===== src/rtl/fetch_redirect_unit.sv =====
// Instruction fetch stage with branch/jump resolution for the MIPS core.
// Owns the PC, fetches over a req/ready handshake, hands one instruction
// at a time to decode under valid/ack, and redirects fetch on taken
// branches/jumps. No delay slots: a redirect squashes the held instruction.
module fetch_redirect_unit #(
  parameter logic [31:0] RESET_PC = 32'h0000_0000
) (
  input  logic        clk,
  input  logic        rst,
  output logic        imem_req,
  output logic [31:0] imem_addr,
  input  logic        imem_ready,
  input  logic [31:0] imem_rdata,
  output logic        if_valid,
  input  logic        if_ack,
  output logic [31:0] if_instr,
  output logic [31:0] if_pc,
  input  logic        res_valid,
  input  logic        beq,
  input  logic        bne,
  input  logic        bgez,
  input  logic        blez,
  input  logic        bgtz,
  input  logic        bltz,
  input  logic        j,
  input  logic        jal,
  input  logic        jr,
  input  logic        jalr,
  input  logic [31:0] br_pc,
  input  logic [31:0] rs_val,
  input  logic [31:0] rt_val,
  input  logic [15:0] imm16,
  input  logic [25:0] target26,
  input  logic [4:0]  rd,
  output logic        link_valid,
  output logic [31:0] link_addr,
  output logic [4:0]  link_reg,
  output logic        fault
);

  typedef enum logic [2:0] {BOOT, REQ, HOLD, DROP, FAULT} state_t;

  state_t      state, state_nxt;
  logic [31:0] pc, pc_nxt;
  logic [31:0] drop_addr, drop_addr_nxt;
  logic        fault_pending, fault_pending_nxt;
  logic        latch_fetch;

  logic        rs_neg, rs_zero;
  logic        cond_true, is_jump, is_reg_jump;
  logic        taken, misaligned, active;
  logic        redirect, fault_det, link_fire;
  logic [31:0] pc_plus4, br_offset, br_target, j_target, target;

  // Branch condition, target selection and redirect/fault qualification
  always_comb begin
    rs_neg      = rs_val[31];
    rs_zero     = (rs_val == 32'd0);
    cond_true   = (beq  & (rs_val == rt_val)) |
                  (bne  & (rs_val != rt_val)) |
                  (bgez & ~rs_neg) |
                  (bgtz & ~rs_neg & ~rs_zero) |
                  (blez & (rs_neg | rs_zero)) |
                  (bltz & rs_neg);
    is_reg_jump = jr | jalr;
    is_jump     = j | jal | is_reg_jump;
    taken       = res_valid & (cond_true | is_jump);
    pc_plus4    = br_pc + 32'd4;
    br_offset   = {{14{imm16[15]}}, imm16, 2'b00};
    br_target   = pc_plus4 + br_offset;
    j_target    = {pc_plus4[31:28], target26, 2'b00};
    if (is_reg_jump)
      target = rs_val;
    else if (j | jal)
      target = j_target;
    else
      target = br_target;
    misaligned  = res_valid & is_reg_jump & (rs_val[1:0] != 2'b00);
    active      = (state != FAULT);
    redirect    = active & taken & ~misaligned;
    fault_det   = active & misaligned;
    link_fire   = active & res_valid & (jal | (jalr & ~misaligned));
  end

  // Fetch FSM next-state: redirects outrank ack/ready, faults park the stage
  always_comb begin
    state_nxt         = state;
    pc_nxt            = pc;
    drop_addr_nxt     = drop_addr;
    fault_pending_nxt = fault_pending;
    latch_fetch       = 1'b0;
    case (state)
      BOOT: begin
        if (fault_det) begin
          fault_pending_nxt = 1'b1;
          state_nxt         = FAULT;
        end else begin
          if (redirect) pc_nxt = target;
          state_nxt = REQ;
        end
      end
      REQ: begin
        if (fault_det) begin
          fault_pending_nxt = 1'b1;
          if (imem_ready) begin
            state_nxt = FAULT;
          end else begin
            drop_addr_nxt = pc;
            state_nxt     = DROP;
          end
        end else if (redirect) begin
          pc_nxt = target;
          if (!imem_ready) begin
            drop_addr_nxt = pc;
            state_nxt     = DROP;
          end
        end else if (imem_ready) begin
          latch_fetch = 1'b1;
          pc_nxt      = pc + 32'd4;
          state_nxt   = HOLD;
        end
      end
      HOLD: begin
        if (fault_det) begin
          fault_pending_nxt = 1'b1;
          state_nxt         = FAULT;
        end else if (redirect) begin
          pc_nxt    = target;
          state_nxt = REQ;
        end else if (if_ack) begin
          state_nxt = REQ;
        end
      end
      DROP: begin
        if (redirect) begin
          pc_nxt = target;
        end else begin
          if (fault_det) fault_pending_nxt = 1'b1;
          if (imem_ready)
            state_nxt = (fault_det | fault_pending) ? FAULT : REQ;
        end
      end
      FAULT: state_nxt = FAULT;
      default: state_nxt = BOOT;
    endcase
  end

  // State, PC and discard-address registers
  always_ff @(posedge clk) begin
    if (rst) begin
      state         <= BOOT;
      pc            <= RESET_PC;
      drop_addr     <= RESET_PC;
      fault_pending <= 1'b0;
    end else begin
      state         <= state_nxt;
      pc            <= pc_nxt;
      drop_addr     <= drop_addr_nxt;
      fault_pending <= fault_pending_nxt;
    end
  end

  // Capture the fetched word and its address when a request completes
  always_ff @(posedge clk) begin
    if (rst) begin
      if_instr <= 32'd0;
      if_pc    <= 32'd0;
    end else if (latch_fetch) begin
      if_instr <= imem_rdata;
      if_pc    <= pc;
    end
  end

  // Registered link-write pulse for jal/jalr
  always_ff @(posedge clk) begin
    if (rst) begin
      link_valid <= 1'b0;
      link_addr  <= 32'd0;
      link_reg   <= 5'd0;
    end else begin
      link_valid <= link_fire;
      if (link_fire) begin
        link_addr <= pc_plus4;
        link_reg  <= jal ? 5'd31 : rd;
      end
    end
  end

  assign imem_req  = (state == REQ) || (state == DROP);
  assign imem_addr = (state == DROP) ? drop_addr : pc;
  assign if_valid  = (state == HOLD);
  assign fault     = fault_pending;

endmodule


===== config.mk =====
export PLATFORM = sky130hd
export DESIGN_NAME = fetch_redirect_unit
export DESIGN_NICKNAME = d
export VERILOG_FILES = /design/src/rtl/fetch_redirect_unit.sv
export SDC_FILE = /design/constraint.sdc
export NUM_CORES = 1
export LEC_CHECK = 0
export ABC_AREA = 1
export BUFFER_PORTS_ARGS = -buffer_cell sky130_fd_sc_hd__buf_2
export CORE_MARGIN = 5
export CORE_UTILIZATION = 54
export CTS_CLUSTER_DIAMETER = 30
export DETAILED_ROUTE_END_ITERATION = 8
export PLACE_DENSITY = 0.82
export SETUP_SLACK_MARGIN = 0.2
export SLEW_MARGIN = 10
export SYNTH_ARGS = -nofsm -noshare
export SYNTH_HDL_FRONTEND = slang
export SYNTH_SLANG_ARGS = --single-unit

===== constraint.sdc =====
create_clock -name clk -period 3.5 [get_ports clk]
set_input_delay 0 -clock clk [delete_from_list [all_inputs] [get_ports clk]]
set_output_delay 0 -clock clk [all_outputs]
set_load 0.02 [all_outputs]

# Word-level counts from Yosys, hierarchy flattened

Cells that the tools add are included.
Widths: inputs -> output; s select.

Bits in registers: 170

Add/subtract/negate cells: 3
Equal/unequal tests: 15
Mux-type cells: 33
Bitwise logic cells: 31
Reduce and logical (&&, ||, !) cells: 13

Operator list:

| kind                  | number |
|---|---|
| $mux 32               | 11 |
| $pmux 32 s3           | 1 |
| $add 32x3->32 const B | 2 |
| $mux 3                | 12 |
| $add 32x32->32        | 1 |
| $eq 32x32->1          | 1 |
| $logic_not 32->1      | 1 |
| $ne 32x32->1          | 1 |
| $and 1x1->1           | 16 |
| $pmux 3 s5            | 1 |
| $or 1x1->1            | 12 |
| $ne 2x2->1 const B    | 4 |
| $ne 4x4->1 const B    | 2 |
| $eq 3x2->1 const B    | 2 |
| $mux 1                | 6 |
| $ne 3x3->1 const B    | 2 |
| $reduce_bool 2->1     | 3 |
| $mux 5                | 1 |
| $reduce_and 5->1      | 1 |
| $ne 4x1->1 const B    | 1 |
| $reduce_and 2->1      | 2 |
| $reduce_and 4->1      | 1 |
| $eq 3x1->1 const B    | 1 |
| $eq 3x3->1 const B    | 1 |
| 7 further kinds       | 9 |

# Logic depth before layout (Yosys ltp)

Gate-level depths: netlist (run 1).

Word-level depth: 14
Mapped depth: 28
Mapped depth without buffers: 28

# Least setup slack after synthesis (run 1)

Ideal clock, no wire load.

Kind: input to register
Start point: input port br_pc[2]
End point: register pc[30]
Setup time: 0.135 ns
Arrival time: 2.704 ns
Slack: 0.662 ns
Stages on the path: 24
Cell sequence: ha_1 -> nand3_2 -> nor3_2 -> nand4_1 -> nor2_1 -> nand3_2 -> nor2_2 -> nand2_1 -> nor2_2 -> nand2_1 -> xor2_1 -> inv_1 -> ha_1 -> nand2_1 -> nor2_1 -> nand2_1 -> nor3_1 -> nand2_1 -> nand3_1 -> nand3_1 -> nand2_1 -> nand3_1 -> nand3_1 -> a21oi_2

Longest elaborated chain between the ends: 7
Elaborated cells on any way between the ends: 9
Those cells by class: add/sub: 2; mux: 7

RTL lines:

| element                    | RTL line | source |
|---|---|---|
| start: declaration         | 29       | `input logic [31:0] br_pc,` |
| $add 32x3->32 *            | 68       | `pc_plus4 = br_pc + 32'd4;` |
| named net pc_plus4[24]     | 53       | `logic [31:0] pc_plus4, br_offset, br_target, j_target, target;` |
| $add 32x32->32 *           | 70       | `br_target = pc_plus4 + br_offset;` |
| $mux 32 *                  | 74       | `else if (j \| jal)` |
| $mux 32 *                  | 72       | `if (is_reg_jump)` |
| $mux 32 (on tied branches) | -        |  |
| $mux 32 (on tied branches) | 94, 103  |  |
| $pmux 32 s3 *              | 92       | `case (state)` |
| end signal: assignment     | 157      | `pc <= pc_nxt;` |
| end: declaration           | 44       | `logic [31:0] pc, pc_nxt;` |

Mark *: on every way through the listed nets, which the timed path passes. The rest lies on a longest branch. The select of a mux whose other input is x is not followed.
A chain may end at the register's enable or synchronous reset.

# Worst setup path after layout (run 1)

Start point: input port br_pc[2]
End point: register pc[25]

Same word-level chain as after synthesis.

==> results of run 1 <==
cell families after synthesis:
family	Yosys count	synth area share, %
and+or+nand+nor	991	35.0
AOI/OAI and AO/OA	369	16.6
buffers and inverters	315	10.8
DFF	170	29.2
xor gates and xnor gates	59	4.43
adders and majority gates	37	4.04
routing by layer:
layer | GRT usage [%] | part of all wire, % | up-vias
li1 | - | - | 6883
met1 | 46.4 | 39 | 6420
met2 | 58.5 | 46 | 815
met3 | 8.61 | 11 | 126
met4 | 13.2 | 3.8 | 2
met5 | 0 | 0.029 | -
per-stage QoR:
| stage | utilization, % | hold slack, ns | TNS, ns | setup WS (ns) |
|---|---|---|---|---|
| 6_report | 69.6 | 0.0148 | 0 | 0.493 |
| 5_1_grt | 69.6 | 0.0362 | 0 | 0.220 |
| 4_1_cts | 69.4 | 0.000206 | 0 | 0.434 |
| 3_5_place_dp | 63.8 | 0.220 | -0.0152 | -0.0152 |
| 3_3_place_gp | 63.8 | 0.214 | 0 | 0.0428 |
| 2_1_floorplan | - | 0.0900 | 0 | 0.662 |
repair_timing:
action	in CTS	in global routing
setup endpoints to repair	0	8
resized for setup	0	12
hold endpoints to repair	51	0
hold buffers	56	0
path summary, 6_finish.rpt:
check                startpoint            end  slack [ns]
setup / recovery       br_pc[2]         pc[25]        0.49
hold / removal        res_valid          fault        0.01
setup reg to reg          pc[2]         pc[30]        0.86
hold reg to reg   drop_addr[27]  drop_addr[27]        0.45
area by class of cell:
type / count / area, µm² / area share, %
Clock buffer: 17 / 425 / 2.89
Inverter: 228 / 857 / 5.82
Clock inverter: 15 / 188 / 1.27
Sequential cell: 170 / 3400 / 23.1
Tap cell: 275 / 344 / 2.34
Timing Repair Buffer: 415 / 2450 / 16.7
Multi-Input combinational cell: 1456 / 7050 / 47.9
Antenna cell: 1 / 2.50 / 0.0170
power by group:
group / switching (mW) / total [mW] / internal [mW] / leakage (nW)
Combinational: 1.58 / 2.40 / 0.822 / 5.86
Clock: 0.992 / 1.97 / 0.979 / 0.298
Sequential: 0.276 / 2.46 / 2.18 / 1.39
tightest hold or removal path, stage by stage:
cell and delay (ns):
buf_2 0.10, inv_1 0.09, nor3_2 0.09, nand2_1 0.06, a21oi_1 0.05
cells in the mapped netlist:
| master | count |
|---|---|
| o21ai_0 | 200 |
| clkinv_1 | 1 |
| a21o_1 | 3 |
| clkbuf_1 | 53 |
| xnor2_1 | 37 |
| or2_1 | 1 |
| inv_2 | 3 |
| or2_2 | 6 |
| ha_1 | 36 |
| o21ai_1 | 9 |
| a211oi_1 | 1 |
| buf_4 | 3 |
| nand2_2 | 6 |
| fa_1 | 1 |
| o21bai_1 | 5 |
| nand3_2 | 2 |
| and2_1 | 1 |
| a31oi_1 | 5 |
| nand2_1 | 511 |
| dfxtp_1 | 170 |
| xor2_1 | 22 |
| nand3_1 | 89 |
| a22oi_1 | 9 |
| nand3b_1 | 4 |
| buf_1 | 3 |
| nor3_2 | 2 |
| nand4_1 | 32 |
| nor2_1 | 288 |
| and3_1 | 2 |
| nor3_1 | 30 |
| buf_6 | 4 |
| buf_2 | 24 |
| a21oi_2 | 4 |
| a21boi_2 | 1 |
| nor2_4 | 2 |
| nor2_2 | 9 |
| a21oi_1 | 127 |
| or2_0 | 1 |
| o211ai_1 | 4 |
| inv_1 | 224 |
| o22ai_1 | 1 |
| nor4_1 | 5 |
==> flow_summary.ini, run 1 <==
[run_status]
status = finished, final reports clean

[clocking]
cts_made_buffers = 17
cts_buffer_depth = 2
root_buffer = clkbuf_16
insertion_delay_ns = 0.45
post-cts-setup-buffer-count = 0
htreeDepth = 4
cts_sinks = 170
path_clk_slew_ns = 0.08
cts_tree = yes

[final_layout]
num-nets-final = 2515
drive_above_1_share_pct = 19.1
final_cell_area_mm2 = 0.0147
layout_common_cells = nand2_1, buf_2, nor2_1, inv_1, o21ai_0
final_common_cell = nand2_1
area_growth_pct = 26.3
stdcell_count = 2577
fillers = 1876

[worst_setup_path]
worstSetupPathType = in -> reg
r2r_cells = 14
cp_data_arrival_time_ns = 3.32
slowest_delay_ns = 0.39
crit_cells = 25
cp_top_family = simple AND/OR/NAND/NOR gates
slowest_stage = ha_2
critPathBufInv = 3
crit_path_end_kind = flop
required_ns = 3.81
worstSetupStartpointType = input pin
crit_top_cell = nand2_1
cp_max_fo = 5

[timing]
skew_ns = 0.0175
period_share_pct = 85.9
max_slew_margin_pct = 31.5
finalCriticalPeriod_ns = 3.01
setup_viol = 0
worst_pin_slew_ns = 1.03
hold_viol_final = 0
timing.final.max_slew_violations = 0
max_freq_mhz = 333
grt_setup_unrepaired = false

[grt]
grt_pass1_wl_um = 70900
grt_max_degree = 120
grt.total_usage_pct = 35.9
grt_pass1_vias = 13400
antenna_found_initial = 2
grt-ovfl-total = 0

[route]
drt_iter0_drc = 1463
wl_per_cell_um = 17.7
first_pass_iters = 7
wirelength_um = 45500
via_per_inst = 5.53
final_antenna_net_count = 0
drc_errors = 0
vias = 14200

[synth]
synth_top_area_share_pct = 29.2
syn_nets = 2168
yosys_warnings = 0
synth.distinct_cells = 42
synth_area_leader_cell = dfxtp_1
synth_area_leaders = dfxtp_1, nand2_1, nor2_1, o21ai_0, inv_1
synth-seq-cells = 170
synth.cell_area_mm2 = 0.0117
ys_seq_area_share_pct = 29.2
synthCells = 1941
syn_area_per_cell_um2 = 6.01

[floorplanning]
start_util_pct = 55.1
die_x_um = 157
num_io_pins = 327
coreArea_mm2 = 0.0212
floorplan.rows = 53
die_h_um = 157
die-area_mm2 = 0.0246

[placed_design]
portBuffers = 326
hpwl_um = 34200
dpl-instance-area_mm2 = 0.0135
place_inst = 2488
gp_congestion = 1.01

[pwr]
powerDensity_mw_per_mm2 = 464
total_power_mw = 6.83
ir_worst_vdd_mv = 0.395
p_leak_nw = 7.55

[job]
cap_violations = 0

[hold_path]
min_delay_path_depth = 5
min_path_type = in -> reg
Note: power is estimated with default switching activity, not from simulation.
==> run 2, diff against run 1 <==
- CORE_UTILIZATION: 54 -> 35
- PLACE_DENSITY: 0.82 -> unset
==> flow_summary.ini, run 2 (synthesis results as in run 1) <==
[run_status]
status = finished, final reports clean

[route]
drt_iter0_drc = 982
via_per_inst = 4.97
final_antenna_net_count = 0
wl_per_cell_um = 17.2
first_pass_iters = 5
drc_errors = 0
wirelength_um = 47400
vias = 13700

[floorplanning]
die-area_mm2 = 0.0371
die_h_um = 192
start_util_pct = 35.6
floorplan.rows = 66
num_io_pins = 327
die_x_um = 192
coreArea_mm2 = 0.0327

[final_layout]
final_util_pct = 46.0
layout_common_cells = nand2_1, buf_2, nor2_1, inv_1, o21ai_0
final_cell_area_mm2 = 0.0150
num-nets-final = 2532
stdcell_count = 2762
drive_above_1_share_pct = 19.1
area_growth_pct = 29.1
fillers = 3580
final_common_cell = nand2_1

[timing]
max_freq_mhz = 336
skew_ns = 0.00738
setup_slack_ns = 0.521
worst_pin_slew_ns = 0.882
setup_viol = 0
fin_tns_setup_ns = 0
finalCriticalPeriod_ns = 2.98
timing.final.max_slew_violations = 0
period_share_pct = 85.1
grt_setup_unrepaired = false
whs_ns = 0.0393
hold_viol_final = 0
max_slew_margin_pct = 41.2

[clocking]
htreeDepth = 4
cts_sinks = 170
cts_made_buffers = 17
root_buffer = clkbuf_16
insertion_delay_ns = 0.44
cts_tree = yes
path_clk_slew_ns = 0.08
cts_buffer_depth = 2

[hold_path]
min_path_type = in -> reg

[placed_design]
dp_slack_ns = 0.0428
dpl-instance-area_mm2 = 0.0138
hpwl_um = 37300
place_inst = 2663
portBuffers = 326
gp_congestion = 0.986

[pwr]
p_sw_mw = 2.81
powerDensity_mw_per_mm2 = 452
p_leak_nw = 7.60
sw_frac_of_total_pct = 41.4
seqPwrFrac_pct = 36.2
clkPwrFrac_pct = 28.2
total_power_mw = 6.80
ir_worst_vdd_mv = 0.369
cell_internal_pwr_mw = 3.98
combPwrFrac_pct = 35.6

[worst_setup_path]
worstSetupStartpointType = input pin
cp_data_arrival_time_ns = 3.30
crit_path_end_kind = flop
required_ns = 3.82
cp_max_fo = 5
worstSetupPathType = in -> reg

[grt]
grt_pass1_wl_um = 72100
antenna_found_initial = 5
grt_pass1_vias = 13100
grt_max_degree = 103
grt-ovfl-total = 0
grt.total_usage_pct = 24.9

[job]
cap_violations = 0
run 2: cell count changes in the layout (fill, tap and decap cells not counted), moves of 2 or more:
cell | before | now
dlygate4sd3_1 | 56 | 65
nand2_1 | 507 | 509
clkinvlp_4 | 0 | 2
nor2_2 | 13 | 10
buf_4 | 32 | 41
nor2_1 | 283 | 285
inv_12 | 2 | 0
nand2_2 | 10 | 8
run 2: worst paths after layout:
check	end	start	cells past startpoint	slack [ns]
max	pc[28]	br_pc[2]	25	0.52
min reg2reg	drop_addr[13]	drop_addr[13]	2	0.45
min	pc[1]	rs_val[1]	5	0.04
max reg2reg	pc[30]	pc[2]	14	0.91
run 2: power by group through the flow:
stage	Combinational (mW)	Clock, mW	Sequential [mW]
3_3_place_gp	2.34	0	2.49
2_1_floorplan	1.47	0	2.51
3_5_place_dp	2.35	0	2.50
4_1_cts	2.42	1.97	2.46
6_report	2.42	1.92	2.46
5_1_grt	2.69	2.05	2.49
run 2: timing repair:
item | CTS | global route
hold endpoints to repair | 60 | 0
setup endpoints to repair | 0 | 7
hold buffers | 65 | 0
resized for setup | 0 | 6
buffers inserted | 0 | 0
run 2: layout make-up:
cell class	instances	area (µm²)	area share, %
multi-input combinational	1456	7040	46.8
sequential	170	3400	22.6
timing repair buffer	432	2590	17.2
inverter	228	857	5.70
tap	442	553	3.68
clock buffer	17	425	2.83
clock inverter	15	176	1.17
antenna	2	5.00	0.0333
run 2: layer usage:
layer	GRT usage (%)	share of wire, %
met5	0	0.10
met4	7.82	2.9
met2	40.2	45
met3	5.37	8.0
met1	33.4	44
run 2: critical path, cell delays in order:
cell	delay, ns
buf_2	0.10
ha_1	0.19
nand3_2	0.09
nor3_2	0.17
nand4_1	0.21
nor2_2	0.16
nand3_2	0.12
nor2_4	0.14
nand2_1	0.08
nor2_2	0.14
nand2_1	0.12
xor2_2	0.18
inv_1	0.10
ha_2	0.39
nand2_1	0.11
nor2_1	0.13
nand2_1	0.07
inv_1	0.07
nand3_1	0.14
nand3_1	0.12
nand3_1	0.08
nand2_1	0.12
nand3_1	0.11
nand3_1	0.12
a21oi_2	0.05
